==> src/rtl/rv32_pkg.sv <==
// ============================================================================
// Module   : rv32_pkg
// Brief    : Shared constants, FSM state and fault-cause encodings for fetch.
// Revision : 1.0 - initial release
// ============================================================================
`default_nettype none

package rv32_pkg;

  localparam logic [31:0] c_reset_pc  = 32'h0000_0000;
  localparam logic [31:0] c_instr_nop = 32'h0000_0013;

  typedef enum logic [1:0] {
    S_REQ   = 2'd0,
    S_WAIT  = 2'd1,
    S_HOLD  = 2'd2,
    S_FAULT = 2'd3
  } fetch_state_t;

  localparam logic [1:0] c_fault_none     = 2'b00;
  localparam logic [1:0] c_fault_misalign = 2'b01;
  localparam logic [1:0] c_fault_timeout  = 2'b10;

endpackage

`default_nettype wire

==> src/rtl/pc_reg.sv <==
// ============================================================================
// Module   : pc_reg
// Brief    : 32-bit architectural PC register with load enable.
// Revision : 1.0 - initial release
// ============================================================================
`default_nettype none

module pc_reg
  import rv32_pkg::*;
#(
  parameter logic [31:0] RESET_PC = c_reset_pc
) (
  input  logic        clk,
  input  logic        rst_n,
  input  logic        i_load,
  input  logic [31:0] i_pc_next,
  output logic [31:0] o_pc
);

  logic [31:0] r_pc;

  always_ff @(posedge clk or negedge rst_n) begin
    if (!rst_n) begin
      r_pc <= RESET_PC;
    end else if (i_load) begin
      r_pc <= i_pc_next;
    end
  end

  assign o_pc = r_pc;

endmodule

`default_nettype wire

==> src/rtl/instr_fetch_unit.sv <==
// ============================================================================
// Module   : instr_fetch_unit
// Brief    : Fetch stage: holds PC, fetches over valid/ready request and
//            valid response, presents instruction to decode until retire.
//            FETCH_PERF_CNT_EN enables fetch/stall performance counters.
// Revision : 1.0 - initial release
// ============================================================================
`default_nettype none

module instr_fetch_unit
  import rv32_pkg::*;
#(
  parameter logic [31:0] RESET_PC       = c_reset_pc,
  parameter int          TIMEOUT_CYCLES = 16
) (
  input  logic        clk,
  input  logic        rst_n,
  input  logic [31:0] pc_next_in,
  input  logic        pc_update,
  output logic [31:0] pc_current,
  output logic        imem_req_valid,
  input  logic        imem_req_ready,
  output logic [31:0] imem_req_addr,
  input  logic        imem_rsp_valid,
  input  logic [31:0] imem_rsp_data,
  output logic        instr_valid,
  output logic [31:0] instr,
  output logic [31:0] instr_pc,
  output logic        fetch_fault,
  output logic [1:0]  fault_cause,
  output logic [31:0] perf_fetch_cnt,
  output logic [31:0] perf_stall_cnt
);

  localparam int                  c_tmo_w    = $clog2(TIMEOUT_CYCLES + 1);
  localparam logic [c_tmo_w-1:0] c_tmo_max  = c_tmo_w'(TIMEOUT_CYCLES);
  localparam logic [c_tmo_w-1:0] c_tmo_last = c_tmo_w'(TIMEOUT_CYCLES - 1);
  localparam logic [c_tmo_w-1:0] c_tmo_one  = c_tmo_w'(1);

  fetch_state_t        r_state;
  logic                r_req_valid;
  logic                r_instr_valid;
  logic [31:0]         r_instr;
  logic [31:0]         r_instr_pc;
  logic                r_fetch_fault;
  logic [1:0]          r_fault_cause;
  logic [c_tmo_w-1:0]  r_tmo_cnt;
  logic                w_pc_load;
  logic                w_misaligned;

  assign w_misaligned = (pc_next_in[1:0] != 2'b00);
  assign w_pc_load    = (r_state == S_HOLD) && pc_update && !w_misaligned;

  pc_reg #(
    .RESET_PC (RESET_PC)
  ) u_pc_reg (
    .clk       (clk),
    .rst_n     (rst_n),
    .i_load    (w_pc_load),
    .i_pc_next (pc_next_in),
    .o_pc      (pc_current)
  );

  // Request valid comes up one cycle after reset release, so a handshake
  // needs the registered valid as well as ready.
  always_ff @(posedge clk or negedge rst_n) begin
    if (!rst_n) begin
      r_state       <= S_REQ;
      r_req_valid   <= 1'b0;
      r_instr_valid <= 1'b0;
      r_instr       <= c_instr_nop;
      r_instr_pc    <= RESET_PC;
      r_fetch_fault <= 1'b0;
      r_fault_cause <= c_fault_none;
      r_tmo_cnt     <= '0;
    end else begin
      case (r_state)
        S_REQ: begin
          if (r_req_valid && imem_req_ready) begin
            r_state     <= S_WAIT;
            r_req_valid <= 1'b0;
            r_tmo_cnt   <= '0;
          end else begin
            r_req_valid <= 1'b1;
          end
        end
        S_WAIT: begin
          if (imem_rsp_valid) begin
            r_instr       <= imem_rsp_data;
            r_instr_pc    <= pc_current;
            r_instr_valid <= 1'b1;
            r_state       <= S_HOLD;
          end else begin
            if (r_tmo_cnt == c_tmo_last) begin
              r_state       <= S_FAULT;
              r_fetch_fault <= 1'b1;
              r_fault_cause <= c_fault_timeout;
            end
            if (r_tmo_cnt != c_tmo_max) begin
              r_tmo_cnt <= r_tmo_cnt + c_tmo_one;
            end
          end
        end
        S_HOLD: begin
          if (pc_update) begin
            r_instr_valid <= 1'b0;
            if (w_misaligned) begin
              r_state       <= S_FAULT;
              r_fetch_fault <= 1'b1;
              r_fault_cause <= c_fault_misalign;
            end else begin
              r_state     <= S_REQ;
              r_req_valid <= 1'b1;
            end
          end
        end
        S_FAULT: begin
          r_req_valid   <= 1'b0;
          r_instr_valid <= 1'b0;
          r_fetch_fault <= 1'b1;
        end
        default: begin
          r_state <= S_FAULT;
        end
      endcase
    end
  end

  assign imem_req_valid = r_req_valid;
  assign imem_req_addr  = pc_current;
  assign instr_valid    = r_instr_valid;
  assign instr          = r_instr;
  assign instr_pc       = r_instr_pc;
  assign fetch_fault    = r_fetch_fault;
  assign fault_cause    = r_fault_cause;

`ifdef FETCH_PERF_CNT_EN
  logic [31:0] r_perf_fetch;
  logic [31:0] r_perf_stall;

  always_ff @(posedge clk or negedge rst_n) begin
    if (!rst_n) begin
      r_perf_fetch <= 32'h0;
      r_perf_stall <= 32'h0;
    end else begin
      if ((r_state == S_WAIT) && imem_rsp_valid) begin
        r_perf_fetch <= r_perf_fetch + 32'h1;
      end
      if (((r_state == S_REQ) && !imem_req_ready) ||
          ((r_state == S_WAIT) && !imem_rsp_valid)) begin
        r_perf_stall <= r_perf_stall + 32'h1;
      end
    end
  end

  assign perf_fetch_cnt = r_perf_fetch;
  assign perf_stall_cnt = r_perf_stall;
`else
  assign perf_fetch_cnt = 32'h0;
  assign perf_stall_cnt = 32'h0;
`endif

endmodule

`default_nettype wire

==> config.mk <==
export PLATFORM = sky130hd
export DESIGN_NAME = instr_fetch_unit
export DESIGN_NICKNAME = d
export VERILOG_FILES = /design/src/rtl/rv32_pkg.sv /design/src/rtl/pc_reg.sv /design/src/rtl/instr_fetch_unit.sv
export SDC_FILE = /design/constraint.sdc
export NUM_CORES = 1
export LEC_CHECK = 0
export CAP_MARGIN = 20
export CORE_MARGIN = 5
export CORE_UTILIZATION = 40
export CTS_BUF_LIST = sky130_fd_sc_hd__clkbuf_16
export DETAILED_ROUTE_END_ITERATION = 16
export HOLD_SLACK_MARGIN = 0.1
export PLACE_DENSITY = 0.81
export SLEW_MARGIN = 0
export SYNTH_ARGS = -nofsm -noshare
export SYNTH_HDL_FRONTEND = slang
export SYNTH_SLANG_ARGS = --single-unit
==> constraint.sdc <==
create_clock -name clk -period 2.1 [get_ports clk]
set_clock_uncertainty 0.05 [all_clocks]
set_input_delay 0.21 -clock clk [delete_from_list [all_inputs] [get_ports clk]]
set_output_delay 0.21 -clock clk [all_outputs]
set_load 0.01 [all_outputs]
==> flow_metrics.py <==
metrics = {
    "status": {
        "status": "complete, no violations",
    },
    "critical_path": {
        "required_ps": 2270,
        "critPathMaxFanout": 32,
        "cp-endpoint": "u_pc_reg.o_pc[3]",
        "max_stage_delay_ps": 420,
        "crit_type": "reg2reg",
        "cpMaxStageDelayCell": "dfrtp_1",
        "r2r_setup_slack_ps": 180,
        "timing.rr.end": "u_pc_reg.o_pc[3]",
        "crit_path_start": "r_state[0]",
        "start_kind": "flip-flop",
        "rr_worst_depth": 5,
        "cp-end-kind": "flip-flop",
        "cp.arrival_ps": 2090,
        "cp_cell_sequence": "inv_1 -> ha_1 -> and3_2 -> buf_12 -> mux2_2",
        "regToRegStartpoint": "r_state[0]",
    },
    "floorplan": {
        "pin_count": 266,
        "start_util_pct": 40.49,
        "die_area_mm2": 0.01508,
        "die_y_um": 122.8,
        "die_w_um": 122.8,
        "core_area_mm2": 0.01257,
        "row_count": 41,
    },
    "place": {
        "placed_cell_area_mm2": 0.006818,
        "io_buffers": 201,
        "dp_cells": 715,
        "post-dp-hpwl_um": 9134,
        "gp_congestion": 0.7610,
    },
    "worst_hold_path": {
        "worstHoldPathType": "in2async",
    },
    "detailed_routing": {
        "drtAntennaViolNets": 0,
        "drt_iter0_markers": 149,
        "wl_per_cell_um": 16.18,
        "vias": 3253,
        "dr.pass1.iters": 4,
        "vias_per_cell": 4.444,
        "routed_wl_um": 11840,
        "drc": 0,
    },
    "synthesis": {
        "yosys-top-cells-area": "dfrtp_1 (52%), mux2_2 (21%), buf_4 (14%)",
        "syn-instance-count": 381,
        "ys.flop_type": "dfrtp_1",
        "syn_area_per_cell_um2": 13.36,
        "synth-seq-cells": 108,
        "synthArstFlopShare_pct": 100.0,
        "synth_cell_types": 32,
        "synth_warnings": 0,
        "synth_area_mm2": 0.005089,
        "synth.yosys.seq_area_share_pct": 53.18,
        "synth_top_area_share_pct": 51.64,
        "synth_area_leader_cell": "dfrtp_1",
        "synth_edf_count": 0,
    },
    "global_routing": {
        "track_usage_pct": 15.21,
        "grt_pass1_wl_um": 17880,
        "antenna_found_initial": 0,
        "grt_max_degree": 46,
        "first_global_vias": 3380,
        "overflow": 0,
    },
    "sta": {
        "fin_setup_tns_ps": 0,
        "hold_violations": 0,
        "max_freq_mhz": 519.5,
        "setup_violations": 0,
        "timing.final.crit_share_pct": 91.66,
        "tightest_slew_ps": 525.4,
        "finalMaxSlewViolations": 0,
        "max_slew_margin_pct": 64.97,
        "fin_crit_ps": 1925,
        "rsz0062_at_grt": "false",
    },
    "cts": {
        "cts_tree": "yes",
        "htree_num_levels": 3,
        "cts_sinks": 108,
        "cts_made_buffers": 9,
        "root_buffer": "clkbuf_16",
        "cts.clk_slew.worst_paths_ps": 70,
        "clk_latency_ps": 340,
        "cts_resized": 0,
        "cts-hold-fix-buffers": 1,
        "cts_buffer_depth": 2,
        "post_cts.repair.setup_buffers": 0,
    },
    "cells_and_area": {
        "drive_gt1_share_pct": 22.86,
        "layout_commonest_cell": "clkdlybuf4s50_1",
        "fin_nets": 631,
        "layout_common_cells": "clkdlybuf4s50_1 (200), dfrtp_1 (105), mux2_2 (93)",
        "antenna_cells": 0,
        "fillers": 1037,
        "areaGrowthSynthToFinish_pct": 39.91,
        "postLayoutCellArea_mm2": 0.007119,
        "stdcell_count": 732,
    },
    "pwr": {
        "ir_drop_mv": 0.7428,
        "power_density_mw_per_mm2": 1384,
        "power_mw": 9.850,
        "p_leak_nw": 3.180,
    },
    "run": {
        "cap_violations": 0,
    },
}
-- worst max-delay path, delay by kind of cell, from the launching register on --
| kind | cells | cell delay, ps |
|---|---|---|
| DFF | 1 | 420 |
| adders and majority gates | 1 | 360 |
| muxes | 1 | 360 |
| buffers and inverters | 2 | 320 |
| and+or+nand+nor | 1 | 280 |
-- final cells by class --
class                   count  area [µm²]  share of cell area, %
clock inverters             7       66.31                 0.9315
clock buffers               9       225.2                  3.163
flip-flops and latches    108        2706                  38.01
repair buffers            210        2117                  29.74
inverters                   7       26.28                 0.3691
well taps                 172       215.2                  3.023
multi-input cells         219        1763                  24.76
-- where the power goes --
part	leakage [nW]	internal, mW	switching (mW)
registers	1.35	2.95	0.591
clock network	0.137	0.919	0.750
logic	1.69	2.85	1.79
total	3.18	6.72	3.13
-- how the worst min path moves through the flow --
stage           from  slack (ps)  depth (start not counted)                 to
2_1_floorplan  rst_n        -140                          0     fault_cause[0]
3_3_place_gp   rst_n         170                          1  u_pc_reg.o_pc[15]
3_5_place_dp   rst_n         180                          1  u_pc_reg.o_pc[15]
4_1_cts        rst_n         360                          2  u_pc_reg.o_pc[15]
5_1_grt        rst_n         380                          2        instr_pc[2]
6_report       rst_n         350                          2  u_pc_reg.o_pc[15]
-- metrics by stage --
step           utilization (%)  worst slack (ps)  hold slack (ps)
2_1_floorplan                -             446.7           -135.6
3_3_place_gp             54.25             311.4            165.2
4_1_cts                  56.65             185.1            357.9
6_report                 56.65             175.1            348.7
5_1_grt                  56.65             88.51            382.9
3_5_place_dp             54.25             195.7            180.9
-- Yosys cell counts, types with 2 or more instances --
cell type and n:
dfrtp_1 105, nor2_1 3, nand2_1 8, mux2i_1 4, o31ai_1 2, dfstp_2 3
inv_1 7, buf_4 97, a21oi_1 5, nand2b_1 4, nor2b_1 5, buf_2 7
mux2_2 93, ha_1 7, buf_6 6, o21ai_0 6, mux2_4 2, and3_1 2
nand3_1 2
-- metal layers --
layer	wire [µm]	vias up	global-route usage (%)	share of wire, %
li1	-	1472	-	-
met5	0	-	0	0
met2	6338	148	27.26	54
met4	227	0	5.248	1.9
met3	859	17	3.456	7.3
met1	4419	1616	17.82	37
-- state kept, by name, indices dropped and copies added, names as in the netlist --
name,count
r_state,2
imem_req_valid,1
instr_valid,1
instr_pc,32
instr,32
r_tmo_cnt,5
fetch_fault,1
fault_cause,2
u_pc_reg.o_pc,32
-- logic make-up (layout without fill, tap and decap cells) --
kind of cell / count (synthesis) / count (layout) / share of synthesized area (%)
multiplexers: 99 / 99 / 21.96
flip-flops: 108 / 108 / 53.18
adder cells (fa/ha/maj): 7 / 7 / 1.721
AO/OA/AOI/OAI: 21 / 21 / 3.270
AND/OR/NAND/NOR: 28 / 28 / 2.950
buffers and inverters: 117 / 233 / 16.84
other: 1 / 64 / 0.07369
No activity file was read; power rests on OpenSTA's default activity.
